$ cat src/rtl/traffic_pkg.sv
// Shared types and helpers for the two-road junction controller.
// Latency: n/a (types, constants and a pure function only).
// Backpressure: n/a.
package traffic_pkg;

  // Nine controller states, ordered as they are walked in normal operation.
  typedef enum logic [3:0] {
    ST_ALLRED_A = 4'd0,
    ST_A_RA     = 4'd1,
    ST_A_G      = 4'd2,
    ST_A_AM     = 4'd3,
    ST_ALLRED_B = 4'd4,
    ST_B_RA     = 4'd5,
    ST_B_G      = 4'd6,
    ST_B_AM     = 4'd7,
    ST_FLASH    = 4'd8
  } state_t;

  // Lamp groups are {red, amber, green}.
  localparam logic [2:0] LAMP_RED       = 3'b100;
  localparam logic [2:0] LAMP_RED_AMBER = 3'b110;
  localparam logic [2:0] LAMP_GREEN     = 3'b001;
  localparam logic [2:0] LAMP_AMBER     = 3'b010;
  localparam logic [2:0] LAMP_OFF       = 3'b000;

  // Dwell times of every phase, bundled so they travel as one value.
  typedef struct packed {
    logic [31:0] all_red;
    logic [31:0] red_amber;
    logic [31:0] green_min;
    logic [31:0] green_b;
    logic [31:0] amber;
    logic [31:0] flash;
  } phase_times_t;

  // Dwell (in cycles) of the phase a state represents. Illegal encodings
  // recover through ALLRED_A, so they map to the all-red dwell.
  function automatic logic [31:0] phase_len(input state_t st, input phase_times_t t);
    logic [31:0] len;
    len = t.all_red;
    case (st)
      ST_ALLRED_A, ST_ALLRED_B: len = t.all_red;
      ST_A_RA, ST_B_RA:         len = t.red_amber;
      ST_A_G:                   len = t.green_min;
      ST_B_G:                   len = t.green_b;
      ST_A_AM, ST_B_AM:         len = t.amber;
      ST_FLASH:                 len = t.flash;
      default:                  len = t.all_red;
    endcase
    return len;
  endfunction

endpackage

$ cat src/rtl/phase_timer.sv
// Loadable down-counter that saturates at zero; expired is high while the count is zero.
// Latency: load takes effect on the next rising edge; expired is combinational from the count.
// Backpressure: none; counts every cycle it is not loaded.
module phase_timer #(
  parameter int               CNT_W   = 8,
  parameter logic [CNT_W-1:0] RST_VAL = '0
) (
  input  logic             clk,
  input  logic             rst_n,
  input  logic             load,
  input  logic [CNT_W-1:0] value,
  output logic             expired
);

  logic [CNT_W-1:0] count;

  // Reload on request, otherwise count down and park at zero.
  always_ff @(posedge clk or negedge rst_n) begin
    if (!rst_n) begin
      count <= RST_VAL;
    end else if (load) begin
      count <= value;
    end else if (count != '0) begin
      count <= count - CNT_W'(1);
    end
  end

  assign expired = (count == '0);

endmodule

$ cat src/rtl/traffic_junction_ctrl.sv
// Timed two-road junction controller with latched side-road demand and night-mode flashing amber.
// Latency: inputs sampled on the rising edge; lamps follow the registered state in the next cycle.
// Backpressure: none; b_req is latched until served, flash_en is a level honoured at safe points.
module traffic_junction_ctrl
  import traffic_pkg::*;
#(
  parameter int CNT_W       = 8,
  parameter int T_ALL_RED   = 2,
  parameter int T_RED_AMBER = 2,
  parameter int T_GREEN_MIN = 8,
  parameter int T_GREEN_B   = 6,
  parameter int T_AMBER     = 3,
  parameter int T_FLASH     = 4
) (
  input  logic       clk,
  input  logic       rst_n,
  input  logic       b_req,
  input  logic       flash_en,
  output logic [2:0] light_a,
  output logic [2:0] light_b,
  output logic       b_pending,
  output logic       b_served,
  output logic [3:0] state_o
);

  localparam phase_times_t TIMES = '{
    all_red:   32'(T_ALL_RED),
    red_amber: 32'(T_RED_AMBER),
    green_min: 32'(T_GREEN_MIN),
    green_b:   32'(T_GREEN_B),
    amber:     32'(T_AMBER),
    flash:     32'(T_FLASH)
  };

  // Timers hold "cycles left minus one", so a T-cycle phase is visible T cycles.
  localparam logic [CNT_W-1:0] ALLRED_RELOAD = CNT_W'(T_ALL_RED - 1);
  localparam logic [CNT_W-1:0] FLASH_RELOAD  = CNT_W'(T_FLASH - 1);

  state_t           state;
  state_t           state_nxt;
  logic             tmr_load;
  logic [CNT_W-1:0] tmr_val;
  logic             tmr_exp;
  logic             enter_bg;
  logic             enter_flash;
  logic             flash_load;
  logic             flash_exp;
  logic             flash_on;

  // Phase dwell timer; reset value matches the ALLRED_A entry load.
  phase_timer #(
    .CNT_W   (CNT_W),
    .RST_VAL (ALLRED_RELOAD)
  ) u_phase_tmr (
    .clk     (clk),
    .rst_n   (rst_n),
    .load    (tmr_load),
    .value   (tmr_val),
    .expired (tmr_exp)
  );

  // Half-period timer for the flashing amber, restarted on FLASH entry and each toggle.
  phase_timer #(
    .CNT_W   (CNT_W),
    .RST_VAL (FLASH_RELOAD)
  ) u_flash_tmr (
    .clk     (clk),
    .rst_n   (rst_n),
    .load    (flash_load),
    .value   (FLASH_RELOAD),
    .expired (flash_exp)
  );

  // State register.
  always_ff @(posedge clk or negedge rst_n) begin
    if (!rst_n) begin
      state <= ST_ALLRED_A;
    end else begin
      state <= state_nxt;
    end
  end

  // Next-state logic; green only ever leaves through amber, and FLASH is entered from all-red only.
  always_comb begin
    state_nxt = state;
    case (state)
      ST_ALLRED_A: if (tmr_exp) state_nxt = flash_en ? ST_FLASH : ST_A_RA;
      ST_A_RA:     if (tmr_exp) state_nxt = ST_A_G;
      ST_A_G:      if (tmr_exp && (b_pending || flash_en)) state_nxt = ST_A_AM;
      ST_A_AM:     if (tmr_exp) state_nxt = ST_ALLRED_B;
      ST_ALLRED_B: if (tmr_exp) state_nxt = flash_en ? ST_FLASH : ST_B_RA;
      ST_B_RA:     if (tmr_exp) state_nxt = ST_B_G;
      ST_B_G:      if (tmr_exp) state_nxt = ST_B_AM;
      ST_B_AM:     if (tmr_exp) state_nxt = ST_ALLRED_A;
      ST_FLASH:    if (!flash_en) state_nxt = ST_ALLRED_A;
      default:     state_nxt = ST_ALLRED_A;
    endcase
  end

  // Reload the phase timer on every state change (illegal states always change to ALLRED_A).
  always_comb begin
    tmr_load    = (state_nxt != state);
    tmr_val     = CNT_W'(phase_len(state_nxt, TIMES) - 32'd1);
    enter_bg    = (state_nxt == ST_B_G) && (state != ST_B_G);
    enter_flash = (state_nxt == ST_FLASH) && (state != ST_FLASH);
    flash_load  = enter_flash || ((state == ST_FLASH) && flash_exp);
  end

  // Flash phase: starts lit on FLASH entry and toggles at each half-period expiry.
  always_ff @(posedge clk or negedge rst_n) begin
    if (!rst_n) begin
      flash_on <= 1'b1;
    end else if (enter_flash) begin
      flash_on <= 1'b1;
    end else if ((state == ST_FLASH) && flash_exp) begin
      flash_on <= ~flash_on;
    end
  end

  // Side-road demand latch; a request on the B_G entry edge beats the clear.
  always_ff @(posedge clk or negedge rst_n) begin
    if (!rst_n) begin
      b_pending <= 1'b0;
    end else if (b_req) begin
      b_pending <= 1'b1;
    end else if (enter_bg) begin
      b_pending <= 1'b0;
    end
  end

  // One-cycle served pulse aligned with the first visible cycle of B_G.
  always_ff @(posedge clk or negedge rst_n) begin
    if (!rst_n) begin
      b_served <= 1'b0;
    end else begin
      b_served <= enter_bg;
    end
  end

  // Lamp decode; a road not named by the state shows red.
  always_comb begin
    light_a = LAMP_RED;
    light_b = LAMP_RED;
    case (state)
      ST_A_RA:  light_a = LAMP_RED_AMBER;
      ST_A_G:   light_a = LAMP_GREEN;
      ST_A_AM:  light_a = LAMP_AMBER;
      ST_B_RA:  light_b = LAMP_RED_AMBER;
      ST_B_G:   light_b = LAMP_GREEN;
      ST_B_AM:  light_b = LAMP_AMBER;
      ST_FLASH: begin
        light_a = flash_on ? LAMP_AMBER : LAMP_OFF;
        light_b = flash_on ? LAMP_AMBER : LAMP_OFF;
      end
      default: begin
        light_a = LAMP_RED;
        light_b = LAMP_RED;
      end
    endcase
  end

  assign state_o = state;

endmodule

$ cat config.mk
export PLATFORM = sky130hd
export DESIGN_NAME = traffic_junction_ctrl
export DESIGN_NICKNAME = d
export VERILOG_FILES = /design/src/rtl/traffic_pkg.sv /design/src/rtl/phase_timer.sv /design/src/rtl/traffic_junction_ctrl.sv
export SDC_FILE = /design/constraint.sdc
export NUM_CORES = 1
export LEC_CHECK = 0
export CORE_MARGIN = 10
export CORE_UTILIZATION = 50
export CTS_CLUSTER_DIAMETER = 30
export CTS_CLUSTER_SIZE = 14
export DETAILED_ROUTE_END_ITERATION = 8
export HOLD_SLACK_MARGIN = 0.15
export PLACE_DENSITY_LB_ADDON = 0.08
export SETUP_SLACK_MARGIN = 0.1
export SLEW_MARGIN = 20
export SYNTH_ARGS = -nofsm -noshare
export SYNTH_HDL_FRONTEND = slang
export SYNTH_SLANG_ARGS = --single-unit
$ cat constraint.sdc
create_clock -name clk -period 6.35 [get_ports clk]
set_input_delay 1.27 -clock clk [delete_from_list [all_inputs] [get_ports clk]]
set_output_delay 1.27 -clock clk [all_outputs]
set_load 0.005 [all_outputs]
== Yosys cells after proc, flatten, opt, wreduce, memory -nomap -nowiden ==
Memory sizes are Yosys's and may differ from the RTL's.
Index checks and enable logic that the tools add are counted.
Cells by class
  $add $sub $neg: 3
  equality and inequality tests: 13
  mux-type cells: 23
  bitwise operators: 1
  reductions and logical operators: 15
Operators by type and width (count)
  two-way mux 4 bit: 11
  one-hot mux 4 bit (9 select lines): 1
  two-way mux 8 bit: 4
  one-hot mux 3 bit (4 select lines): 2
  subtractor 8 x 1 -> 8 bit, second input constant: 3
  equality test 4 x 3 -> 1 bit, second input constant: 5
  logical NOT 8 bit: 2
  nonzero test 8 bit: 2
  equality test 4 x 2 -> 1 bit, second input constant: 2
  equality test 4 bit, second input constant: 2
  nonzero test 2 bit: 4
  equality test 4 x 1 -> 1 bit, second input constant: 1
  logical AND 1 bit: 4
  logical NOT 4 bit: 1
  two-way mux 1 bit: 4
  != test 4 x 3 -> 1 bit, second input constant: 1
  != test 4 bit: 1
  != test 4 bit, second input constant: 1
  logical OR 1 bit: 2
  two-way mux 2 bit: 1
  inverter 1 bit: 1
Storage, ports and cells
  register bits: 23
  bits in read-only memories: 64
  bits of input ports: 4
  output and inout bits: 12
  logic and storage cells: 62
  memories: 1
Memory list
  (no name shown): words 16, width 4, rd ports 1, clocked after Yosys merged registers in 0, write ports 0, RTL line traffic_pkg.sv:41  | case (st)

== Logic depth before layout (Yosys ltp) ==
  depth in word-level cells: 8
  gate-level depth with buffers: 10
  mapped depth without buffers: 9

== Hierarchy ==
From an unflattened synthesis, not the netlist that was laid out.
Second synthesis, totals
  cell total of the unflattened synthesis: 184
  area total of the unflattened synthesis: 1530.2 µm²
By module, submodules not included
  traffic_junction_ctrl: times used 1, cells each 76, area an instance 573.0 µm², sequential area each 176.4 µm²
  phase_timer (u_flash_tmr): times used 1, cells each 54, area an instance 479.2 µm², sequential area each 202.7 µm²
  phase_timer (u_phase_tmr): times used 1, cells each 54, area an instance 478.0 µm², sequential area each 201.4 µm²

== Worst setup path before layout ==
OpenSTA, ideal clock, no wires.
  kind: input -> register
  from: input port flash_en
  to: register u_phase_tmr.count[6]
  setup time: 0.096 ns
  data arrival time: 2.992 ns
  data required time: 6.254 ns
  slack: 3.263 ns
  stages: 8
  path buffers: 0
  cells stage by stage: or3b_4 > and3_1 > o31a_1 > a21oi_1 > ha_1 > a21oi_1 > or2_2 > a311oi_2
On the way
  word-level cells in the longest chain between the ends: 7
  elaborated cells on any way between the ends: 14
  classes of those cells: add/sub: 1; eq/ne: 1; mux: 8; reduce/logical: 3; memory: 1
Ends and longest elaborated chain
  start: declaration: RTL line traffic_junction_ctrl.sv:18  | input logic flash_en,
  logical OR 1 bit: RTL line traffic_junction_ctrl.sv:89  | ST_A_G: if (tmr_exp && (b_pending || flash_en)) state_nxt = ST_A_AM;
  logical AND 1 bit: RTL line traffic_junction_ctrl.sv:89
  two-way mux 4 bit: RTL line traffic_junction_ctrl.sv:89
  one-hot mux 4 bit (9 select lines) (*): RTL line traffic_junction_ctrl.sv:86  | case (state)
  memory read (16 x 4 bit)
  subtractor 8 x 1 -> 8 bit: RTL line traffic_junction_ctrl.sv:103  | tmr_val = CNT_W'(phase_len(state_nxt, TIMES) - 32'd1);
  two-way mux 8 bit: RTL line phase_timer.sv:21  | end else if (load) begin
  end signal: assignment: RTL line phase_timer.sv:22  | count <= value;
  end signal: assignment: RTL line phase_timer.sv:24  | count <= count - CNT_W'(1);
  end: declaration: RTL line phase_timer.sv:15  | logic [CNT_W-1:0] count;
Every way passes the cells marked *; elsewhere a longest branch is shown, timed or not.
A chain may end at the register's enable or synchronous reset.

== Worst setup path after layout ==
Ends and elaborated chain as after synthesis.

==> flow_summary.yaml <==
sta:
  fin_crit_ns: 3.59
  slew_violations: 0
  tns_ns: 0
  max_freq_mhz: 279
  final_hold_viol_count: 0
  setup_viol: 0
  worst-slew-pin-transition_ns: 0.595
  fin_skew_ns: 0.00634
  rsz0062_at_grt: "false"
  period_share: 0.565
  relSlewSlack: 0.600
floorplan:
  core_um2: 2780
  die_area_um2: 5480
  ios: 16
  die_width_um: 74.0
  rows: 19
  die_h_um: 74.0
  initial_core_util: 0.525
synthesis:
  syn_area_per_cell_um2: 9.23
  yosys-top-cells-area: "dfrtp_1 (33%), dfstp_2 (7.2%), nor2_1 (5.4%)"
  synthTopCellsByCount: "nor2_1 (21), dfrtp_1 (19), a21oi_1 (11)"
  ys_seq_area_frac: 0.398
  synthCells: 158
  ys_types: 49
  synth_fp_nets: 164
  netlist_area_um2: 1460
  netlist.area_leader.share: 0.326
  ys_ff_latch: 23
  ys_warn_count: 0
  synth_edf_count: 0
  async_flop_share: 1.00
  yosysTopAreaCell: "dfrtp_1"
  yosysMostFrequentCell: "nor2_1"
  ys.flop_type: "dfrtp_1"
worst_setup_path:
  worstSetupPathType: "primary input to register"
  r2r-start: "u_phase_tmr.count[6]"
  cp_data_required_time_ns: 6.57
  start_kind: "primary input"
  critPathTopFamily: "compound AO/OA/AOI/OAI gates"
  crit_slowest_cell: "clkdlybuf4s50_1"
  critPathBufInv: 1
  cp_cell_sequence: "clkdlybuf4s50_1 -> or3b_4 -> o21ai_0 -> a21boi_1 -> o31a_1 -> a21oi_1 -> ha_1 -> a21oi_1 -> or2_2 -> a311oi_2"
  endpoint_kind: "register"
  path_common_cell: "a21oi_1"
  r2r_end: "u_phase_tmr.count[6]"
  arrival_ns: 3.81
  r2r_setup_slack_ns: 3.41
  cpPeakStageDelay_ns: 0.58
  rr_worst_depth: 9
  cp_max_fo: 7
routing:
  vias: 1186
  ant_nets: 0
  drc: 0
  route.detailed.wl_per_inst_um: 16.0
  totalWireLength_mm: 3.22
  first_pass_iters: 4
  vias_per_cell: 5.87
  drt_iter0_markers: 47
worst_hold_path:
  min_path_cells: 2
  min_from: "u_phase_tmr.count[7]"
  holdPathEnd: "u_phase_tmr.count[7]"
  hold_path.class: "register to register"
cts:
  cts_root_buf: "clkbuf_4"
  cts.sinks: 23
  cts_tree: "done"
  post_cts.repair.setup_buffers: 0
  insertion_delay_ns: 0.31
  numCtsBuffers: 3
  htree_levels: 1
  clockBufferDepth: 2
  path_clk_slew_ns: 0.12
  ctsResizeCount: 0
  cts_hold_buf: 0
finish:
  diodes: 0
  fin_nets: 178
  fin_cells: 202
  area_delta_synth_final_pct: 12.5
  multi_input_area_um2: 828
  drive_gt1_frac: 0.140
  regArea_um2: 581
  num-fill-cells: 256
global_routing:
  grtUsageTotal: 0.126
  grt_overflow: 0
  antenna_found_initial: 0
  grt_max_degree: 24
  grt_first_pass_wirelength_mm: 5.54
  grt_pass1_vias: 1171
power:
  power_frac_seq: 0.398
  power_uw: 749
  p_sw_frac: 0.439
  ir_drop_mv: 0.307
  p_sw_uw: 329
  powerDensity_nw_per_um2: 456
  pwr-share-clk: 0.091
  p_int_uw: 420
  share_comb_of_total_power: 0.511
  leakagePower_uw: 0.000625
placed_design:
  routabilityCongestion: 0.845
  dp_hpwl_mm: 2.45
  place_inst: 198
  portBuffers: 15
flow_run:
  maxCapViolations: 0
run_status:
  status: "completed"
-- sequential cells by signal, indices dropped and copies added (netlist names) --
signal,count
b_served,1
flash_on,1
b_pending,1
u_phase_tmr.count,8
state_o,4
u_flash_tmr.count,8
-- logic make-up (layout without fill, tap and decap cells) --
kind of cell	Yosys count	after routing	synth area share
multiplexers	2	2	0.0137
XOR/XNOR	10	10	0.0600
AO/OA/AOI/OAI	34	34	0.190
flip-flops	23	23	0.398
adder cells (fa/ha/maj)	2	2	0.0171
AND/OR/NAND/NOR	75	75	0.287
buffers and inverters	12	25	0.0343
-- layer usage --
layer	global-route usage	vias up	wire length, um
li1	-	591	-
met1	0.152	564	1380
met2	0.218	27	1640
met3	0.0253	4	152
met4	0.0435	0	44
met5	0	-	0
-- area by class of cell --
class                      instances  share of cell area
tap                               31              0.0236
inverter                           6              0.0137
multi-input combinational        123               0.505
sequential                        23               0.354
timing repair buffer              15              0.0884
clock buffer                       4              0.0160
-- worst reg2reg max path, delay by kind of cell (launching register included) --
kind,cells,cell delay (ns)
flip-flops,1,0.44
AO/OA/AOI/OAI,5,0.95
AND/OR/NAND/NOR,3,1.19
adder cells (fa/ha/maj),1,0.27
-- metrics by stage --
step           utilization  hold slack, ns  setup slack, ns  instance area (um2)
2_1_floorplan            -           0.491             3.26                 1460
3_3_place_gp         0.583           0.503             2.60                 1620
3_5_place_dp         0.583           0.524             2.44                 1620
4_1_cts              0.592           0.543             2.79                 1650
5_1_grt              0.590           0.572             2.64                 1640
6_report             0.590           0.543             2.76                 1640
-- worst max-delay path by stage --
stage / startpoint / to / slack [ns] / cells after the start
after floorplan: flash_en / u_phase_tmr.count[6] / 3.26 / 8
after global placement: flash_en / u_phase_tmr.count[6] / 2.60 / 10
after detailed placement: flash_en / u_phase_tmr.count[6] / 2.44 / 10
after CTS: flash_en / u_phase_tmr.count[6] / 2.79 / 10
after global routing: flash_en / u_phase_tmr.count[6] / 2.64 / 10
final: flash_en / u_phase_tmr.count[6] / 2.76 / 10
-- power groups by stage --
stage               logic [uW]  registers [uW]  clock network [uW]
finish                     383             298                68.4
global route               426             309                76.1
CTS                        385             296                70.9
detailed placement         384             299                   0
global placement           371             296                   0
floorplan                  303             268                   0
-- cell usage in the layout, fill, tap and decap left out, types with 6 or more instances in the layout --
master / synthesis / routed
nor3_1: 10 / 10
inv_1: 6 / 6
nor2_1: 21 / 21
clkdlybuf4s50_1: 0 / 14
a21oi_1: 11 / 11
nand2_1: 10 / 10
dfrtp_1: 19 / 19
xnor2_1: 6 / 6
Note: power is estimated with default switching activity, not from simulation.
